### config.mk
export PLATFORM = sky130hd
export DESIGN_NAME = as2650_bus_unit
export DESIGN_NICKNAME = d
export VERILOG_FILES = /design/src/rtl/as2650_bus_pkg.sv /design/src/rtl/as2650_wait_ctr.sv /design/src/rtl/as2650_bus_unit.sv
export SDC_FILE = /design/constraint.sdc
export NUM_CORES = 1
export LEC_CHECK = 0
export ABC_CLOCK_PERIOD_IN_PS = 2400
export CORE_MARGIN = 3
export CORE_UTILIZATION = 25
export DETAILED_ROUTE_END_ITERATION = 6
export DONT_BUFFER_PORTS = 1
export PLACE_DENSITY_LB_ADDON = 0.05
export SLEW_MARGIN = 10
export SYNTH_ARGS = -nofsm -noshare
export SYNTH_HDL_FRONTEND = slang
export SYNTH_HIERARCHICAL = 1
export SYNTH_SLANG_ARGS = --single-unit
export TNS_END_PERCENT = 50
### constraint.sdc
create_clock -name clk -period 2.4 [get_ports clk]
set_input_delay 0.48 -clock clk [delete_from_list [all_inputs] [get_ports clk]]
set_output_delay 0.48 -clock clk [all_outputs]
set_load 0.03 [all_outputs]
### src/rtl/as2650_bus_pkg.sv
// Purpose: shared FSM state type and timeout constant for the AS2650 bus unit.
// Latency: n/a (types and constants only).
// Backpressure: n/a.
package as2650_bus_pkg;

    typedef enum logic [1:0] {
        IDLE,
        ADDR,
        ACCESS,
        HOLD
    } bus_state_t;

    // Maximum number of pad_wait extension cycles before a forced HOLD.
    localparam int TIMEOUT_LIMIT = 256;
    localparam int EXT_W         = $clog2(TIMEOUT_LIMIT + 1);

endpackage

### src/rtl/as2650_wait_ctr.sv
// Purpose: ACCESS-phase wait counter (load/decrement) plus pad_wait timeout counter.
// Latency: done is combinational on the final ACCESS cycle; counters update on clk.
// Backpressure: ext_req (pad_wait) holds done low on the final cycle; with
//   AS2650_BUS_TIMEOUT_EN the extension is capped at TIMEOUT_LIMIT cycles.
// Ports: load/load_val latch the wait count; active marks ACCESS; done/expired
//   report the exit cycle and whether it was forced by the timeout.
module as2650_wait_ctr
    import as2650_bus_pkg::*;
#(
    parameter int WAIT_W = 4
) (
    input  logic              clk,
    input  logic              rst_n,
    input  logic              load,
    input  logic [WAIT_W-1:0] load_val,
    input  logic              active,
    input  logic              ext_req,
    output logic              done,
    output logic              expired
);

    logic [WAIT_W-1:0] cnt;
    logic              last;

    // Final programmed cycle of ACCESS: only from here can pad_wait extend.
    assign last = active && (cnt == '0);

    always_ff @(posedge clk or negedge rst_n) begin
        if (!rst_n) begin
            cnt <= '0;
        end else if (load) begin
            cnt <= load_val;
        end else if (active && (cnt != '0)) begin
            cnt <= cnt - WAIT_W'(1);
        end
    end

`ifdef AS2650_BUS_TIMEOUT_EN
    logic [EXT_W-1:0] ext_cnt;

    // ext_cnt counts final cycles already extended; once it reaches the
    // limit the next final cycle exits regardless of pad_wait.
    assign expired = last && (ext_cnt == EXT_W'(TIMEOUT_LIMIT));

    always_ff @(posedge clk or negedge rst_n) begin
        if (!rst_n) begin
            ext_cnt <= '0;
        end else if (load) begin
            ext_cnt <= '0;
        end else if (last && ext_req && !expired) begin
            ext_cnt <= ext_cnt + EXT_W'(1);
        end
    end
`else
    assign expired = 1'b0;
`endif

    assign done = last && (!ext_req || expired);

endmodule

### src/rtl/as2650_bus_unit.sv
// Purpose: AS2650 external bus sequencer (multiplexed AD bus, ALE, RD/WR strobes).
// Latency: zero-wait cycle = ADDR, ACCESS, HOLD; core_ready 3 cycles after core_req.
// Backpressure: cfg_wait adds ACCESS cycles, pad_wait extends the last one;
//   optional macro AS2650_BUS_TIMEOUT_EN caps the extension and sets timeout.
// Ports: core_* is the core-side request/response, pad_* the pin side,
//   cfg_wait the per-cycle wait-state count, timeout the sticky error flag.
module as2650_bus_unit
    import as2650_bus_pkg::*;
#(
    parameter int ADDR_W = 13,
    parameter int DATA_W = 8,
    parameter int WAIT_W = 4
) (
    input  logic                     clk,
    input  logic                     rst_n,
    input  logic                     core_req,
    input  logic                     core_we,
    input  logic                     core_mio,
    input  logic [ADDR_W-1:0]        core_adr,
    input  logic [DATA_W-1:0]        core_wdata,
    output logic [DATA_W-1:0]        core_rdata,
    output logic                     core_ready,
    input  logic [WAIT_W-1:0]        cfg_wait,
    input  logic [DATA_W-1:0]        pad_ad_in,
    output logic [DATA_W-1:0]        pad_ad_out,
    output logic                     pad_ad_oeb,
    output logic [ADDR_W-DATA_W-1:0] pad_adr_hi,
    output logic                     pad_ale,
    output logic                     pad_rd_n,
    output logic                     pad_wr_n,
    output logic                     pad_mio,
    input  logic                     pad_wait,
    output logic                     timeout
);

    bus_state_t        state, state_nxt;
    logic              we_q;
    logic              mio_q;
    logic [ADDR_W-1:0] adr_q;
    logic [DATA_W-1:0] wdata_q;
    logic              start;
    logic              in_access;
    logic              done;
    logic              expired;

    assign start     = (state == IDLE) && core_req;
    assign in_access = (state == ACCESS);

    as2650_wait_ctr #(
        .WAIT_W (WAIT_W)
    ) u_wait_ctr (
        .clk      (clk),
        .rst_n    (rst_n),
        .load     (start),
        .load_val (cfg_wait),
        .active   (in_access),
        .ext_req  (pad_wait),
        .done     (done),
        .expired  (expired)
    );

    always_ff @(posedge clk or negedge rst_n) begin
        if (!rst_n) begin
            state <= IDLE;
        end else begin
            state <= state_nxt;
        end
    end

    // Request fields are latched once in IDLE so mid-cycle core changes
    // (including cfg_wait) cannot disturb a cycle in flight.
    always_ff @(posedge clk or negedge rst_n) begin
        if (!rst_n) begin
            we_q       <= 1'b0;
            mio_q      <= 1'b0;
            adr_q      <= '0;
            wdata_q    <= '0;
            core_rdata <= '0;
        end else begin
            if (start) begin
                we_q    <= core_we;
                mio_q   <= core_mio;
                adr_q   <= core_adr;
                wdata_q <= core_wdata;
            end
            if (in_access && done && !we_q) begin
                core_rdata <= expired ? '1 : pad_ad_in;
            end
        end
    end

`ifdef AS2650_BUS_TIMEOUT_EN
    always_ff @(posedge clk or negedge rst_n) begin
        if (!rst_n) begin
            timeout <= 1'b0;
        end else if (expired) begin
            timeout <= 1'b1;
        end
    end
`else
    assign timeout = 1'b0;
`endif

    assign pad_adr_hi = adr_q[ADDR_W-1:DATA_W];
    assign pad_mio    = mio_q;

    // Pad strobes decode straight from state so an asynchronous reset
    // releases them in the same cycle.
    always_comb begin
        state_nxt  = state;
        pad_ale    = 1'b0;
        pad_ad_out = '0;
        pad_ad_oeb = 1'b1;
        pad_rd_n   = 1'b1;
        pad_wr_n   = 1'b1;
        core_ready = 1'b0;
        case (state)
            IDLE: begin
                if (core_req) state_nxt = ADDR;
            end
            ADDR: begin
                pad_ale    = 1'b1;
                pad_ad_out = adr_q[DATA_W-1:0];
                pad_ad_oeb = 1'b0;
                state_nxt  = ACCESS;
            end
            ACCESS: begin
                if (we_q) begin
                    pad_wr_n   = 1'b0;
                    pad_ad_out = wdata_q;
                    pad_ad_oeb = 1'b0;
                end else begin
                    pad_rd_n   = 1'b0;
                end
                if (done) state_nxt = HOLD;
            end
            HOLD: begin
                core_ready = 1'b1;
                state_nxt  = IDLE;
            end
            default: state_nxt = IDLE;
        endcase
    end

endmodule
==> summary.txt <==
Global route
  – Initial antenna violation count: 0
  – Total track usage: 9.82%
  – First-pass GRT wire length: 6520 um
  – Grt ovf: 0
  – Vias in the first global route: 1209
  – Largest net degree at the start of global routing: 38

Pwr
  – Lkg Pwr: 1.02 nW
  – VDD IR max: 0.479 mV
  – Clock network fraction of total power: 12.6%
  – Pwr dens: 1530 nW/um^2
  – Switching Share: 43.0%
  – Pwr Total: 3.25 mW
  – Cell Int Power: 1.85 mW
  – Sequential power share: 43.4%
  – Comb power frac: 44.1%
  – Switch Pwr: 1.40 mW

Finish
  – Final nets: 213
  – Layout area overhead: 11.6%
  – Final core occ: 28.9%
  – Layout cell share with drive strength beyond 1: 28.6%
  – Most frequent cells in the layout: dfrtp_1 (37), mux2_4 (19), buf_4 (12), nand2_1 (11)
  – Commonest non-fill, non-tap cell in the layout: dfrtp_1
  – # diodes: 0

Clocking
  – Clock Latency Late Sink: 0.28 ns
  – Clk sinks: 37
  – CTS clk-pin slew, worst paths: 0.07 ns
  – CTS tree: done
  – Number of buffers created by CTS: 5
  – H-tree levels: 2
  – CTS root buffer: clkbuf_8
  – CTS max path bufs: 2

Flow run
  – Max-Cap Viols: 0

Route
  – Drt total wl: 4150 um
  – Number of iterations in the first detailed-routing pass: 3
  – # DRC: 0
  – Routed wire length per instance: 15.5 um
  – Drt initial violations: 19
  – Vias per cell: 4.24
  – Antenna-violating nets left: 0
  – Vias: 1133

Place
  – Routability-driven placement congestion ratio: 0.756
  – Worst slack, placed: 0.307 ns
  – DP HPWL: 2970 um
  – Port buffer count: 0

Timing
  – Fmax: 0.449 GHz
  – Final setup fails: 0
  – RSZ-0062 raised after global routing: false
  – Layout Skew: 0.00260 ns
  – Final worst-path cycle share: 92.8%
  – Fin crit period: 2.23 ns
  – Setup slack after layout: 0.172 ns
  – Final TNS setup: 0 ns
  – Max Slew Vio Count: 0
  – Final Hold Fails: 0

Die
  – Initial core utilization: 25.9%
  – Core Region: 7330 sq um
  – Row cnt: 31
  – I/O pin count: 67
  – Die height: 93.2 um
  – Die area: 8690 sq um
  – Die width: 93.2 um

Outcome
  – Status: finished, final reports clean

Yosys
  – Syn Inst Count: 160
  – Yosys synthesis warning count: 6
  – Netlist cell types: 35
  – Syn Area/Cell: 11.9 sq um
  – Cell area after synthesis: 1900 sq um
  – Sequential share of the synthesized area: 48.7%
  – #FFs+latches synth: 37
  – Net Count, Synth: 206

Worst setup path
  – Worst Path Arrival: 1.75 ns
  – Critical Path RT: 1.92 ns
  – CP Max Fanout: 9
  – Critical path class: flop to primary output
  – Startpoint type of the worst setup path: flop
  – Crit. End Element: primary output

Hold path
  – Hold Crit Class: input pin to async pin
[state kept, by name (all words and copies together), names as in the netlist]
signal,cells
u_wait_ctr/cnt,4
pad_mio,1
wdata_q,8
we_q,1
adr_q,13
core_rdata,8
state,2
[area by class of cell]
class	count	area [sq um]
clock buffers	6	72.6
well taps	99	124
flip-flops and latches	37	926
repair buffers	13	110
fillers	758	5210
inverters	10	37.5
multi-input cells	100	842
clock inverters	2	10.0
[Yosys cell counts, drive strengths merged]
cell type   n  area share (%)
a221o       1            0.53
a31oi       1            0.33
or3         1            0.33
mux2       24              18
nor3        1            0.26
a21oi       1            0.26
o21ai      10             2.6
ha          7             4.6
nand3b      1             1.1
o211ai      1            0.39
nor4b       1            0.79
mux2i       2             1.1
nor4        1            0.33
or4         1            0.39
and4b       1            0.53
nand2      12             2.5
a22oi       8             3.2
clkbuf      1            0.20
conb        2            0.39
and2        1            0.33
nand3       1            0.26
nand2b      1            0.33
nor3b       2            0.79
buf        12             5.0
o22ai       1            0.33
nor2       10             2.0
nor2b       8             2.6
inv        10             2.0
dfrtp      37              49
[metrics by stage]
stage | area, sq um | cells | hold slack [ns]
finish | 2120 | 267 | 0.0354
global route | 2120 | 267 | 0.0320
CTS | 2120 | 267 | 0.0317
detailed placement | 2020 | 258 | 0.186
global placement | 2020 | 258 | 0.186
floorplan | 1900 | 160 | 0.184
[kinds of logic after synthesis]
| kind of cell | synth area share [%] |
|---|---|
| AOI/OAI and AO/OA | 7.63 |
| muxes | 19.0 |
| buffers and inverters | 7.17 |
| adders and majority gates | 4.61 |
| other | 0.395 |
| and+or+nand+nor | 12.5 |
| DFF | 48.7 |
[timing repair]
item / in CTS / in global routing
hold endpoints to repair: 37 / 0
hold buffers: 1 / 0
endpoints found under the setup margin: 6 / 2
buffers inserted: 0 / 0
gates resized for setup: 1 / 1
[worst max-delay path, stage by stage (launching register included)]
cell and delay [ns]:
dfrtp_1 0.43, inv_1 0.12, ha_1 0.41, buf_4 0.25, mux2i_1 0.08, buf_4 0.18
[routing by layer]
metal	track usage [%]	share of wire, %	vias to the layer above
met5	0	0	-
met4	2.93	0.60	0
met3	4.26	8.7	2
met2	16.1	49	42
met1	11.6	42	538
li1	-	-	551
[power by group through the flow]
stage	Clock, mW	Sequential (mW)	Combinational (mW)
4_1_cts	0.442	1.41	1.46
6_report	0.409	1.41	1.43
3_3_place_gp	0	1.42	1.40
2_1_floorplan	0	1.26	1.30
5_1_grt	0.464	1.46	1.56
3_5_place_dp	0	1.43	1.43
[worst paths after layout]
path / from / to / slack (ns) / cells after the start
hold reg to reg: adr_q[4] / adr_q[4] / 0.51 / 1
setup reg to reg: state[0] / state[1] / 0.40 / 7
setup / recovery: state[1] / pad_ad_oeb / 0.17 / 5
hold / removal: rst_n / u_wait_ctr/cnt[0] / 0.04 / 1
min in group clk: cfg_wait[1] / u_wait_ctr/cnt[1] / 0.34 / 2
max in group asynchronous: rst_n / adr_q[7] / 2.17 / 1
(Power assumes the default switching activity.)
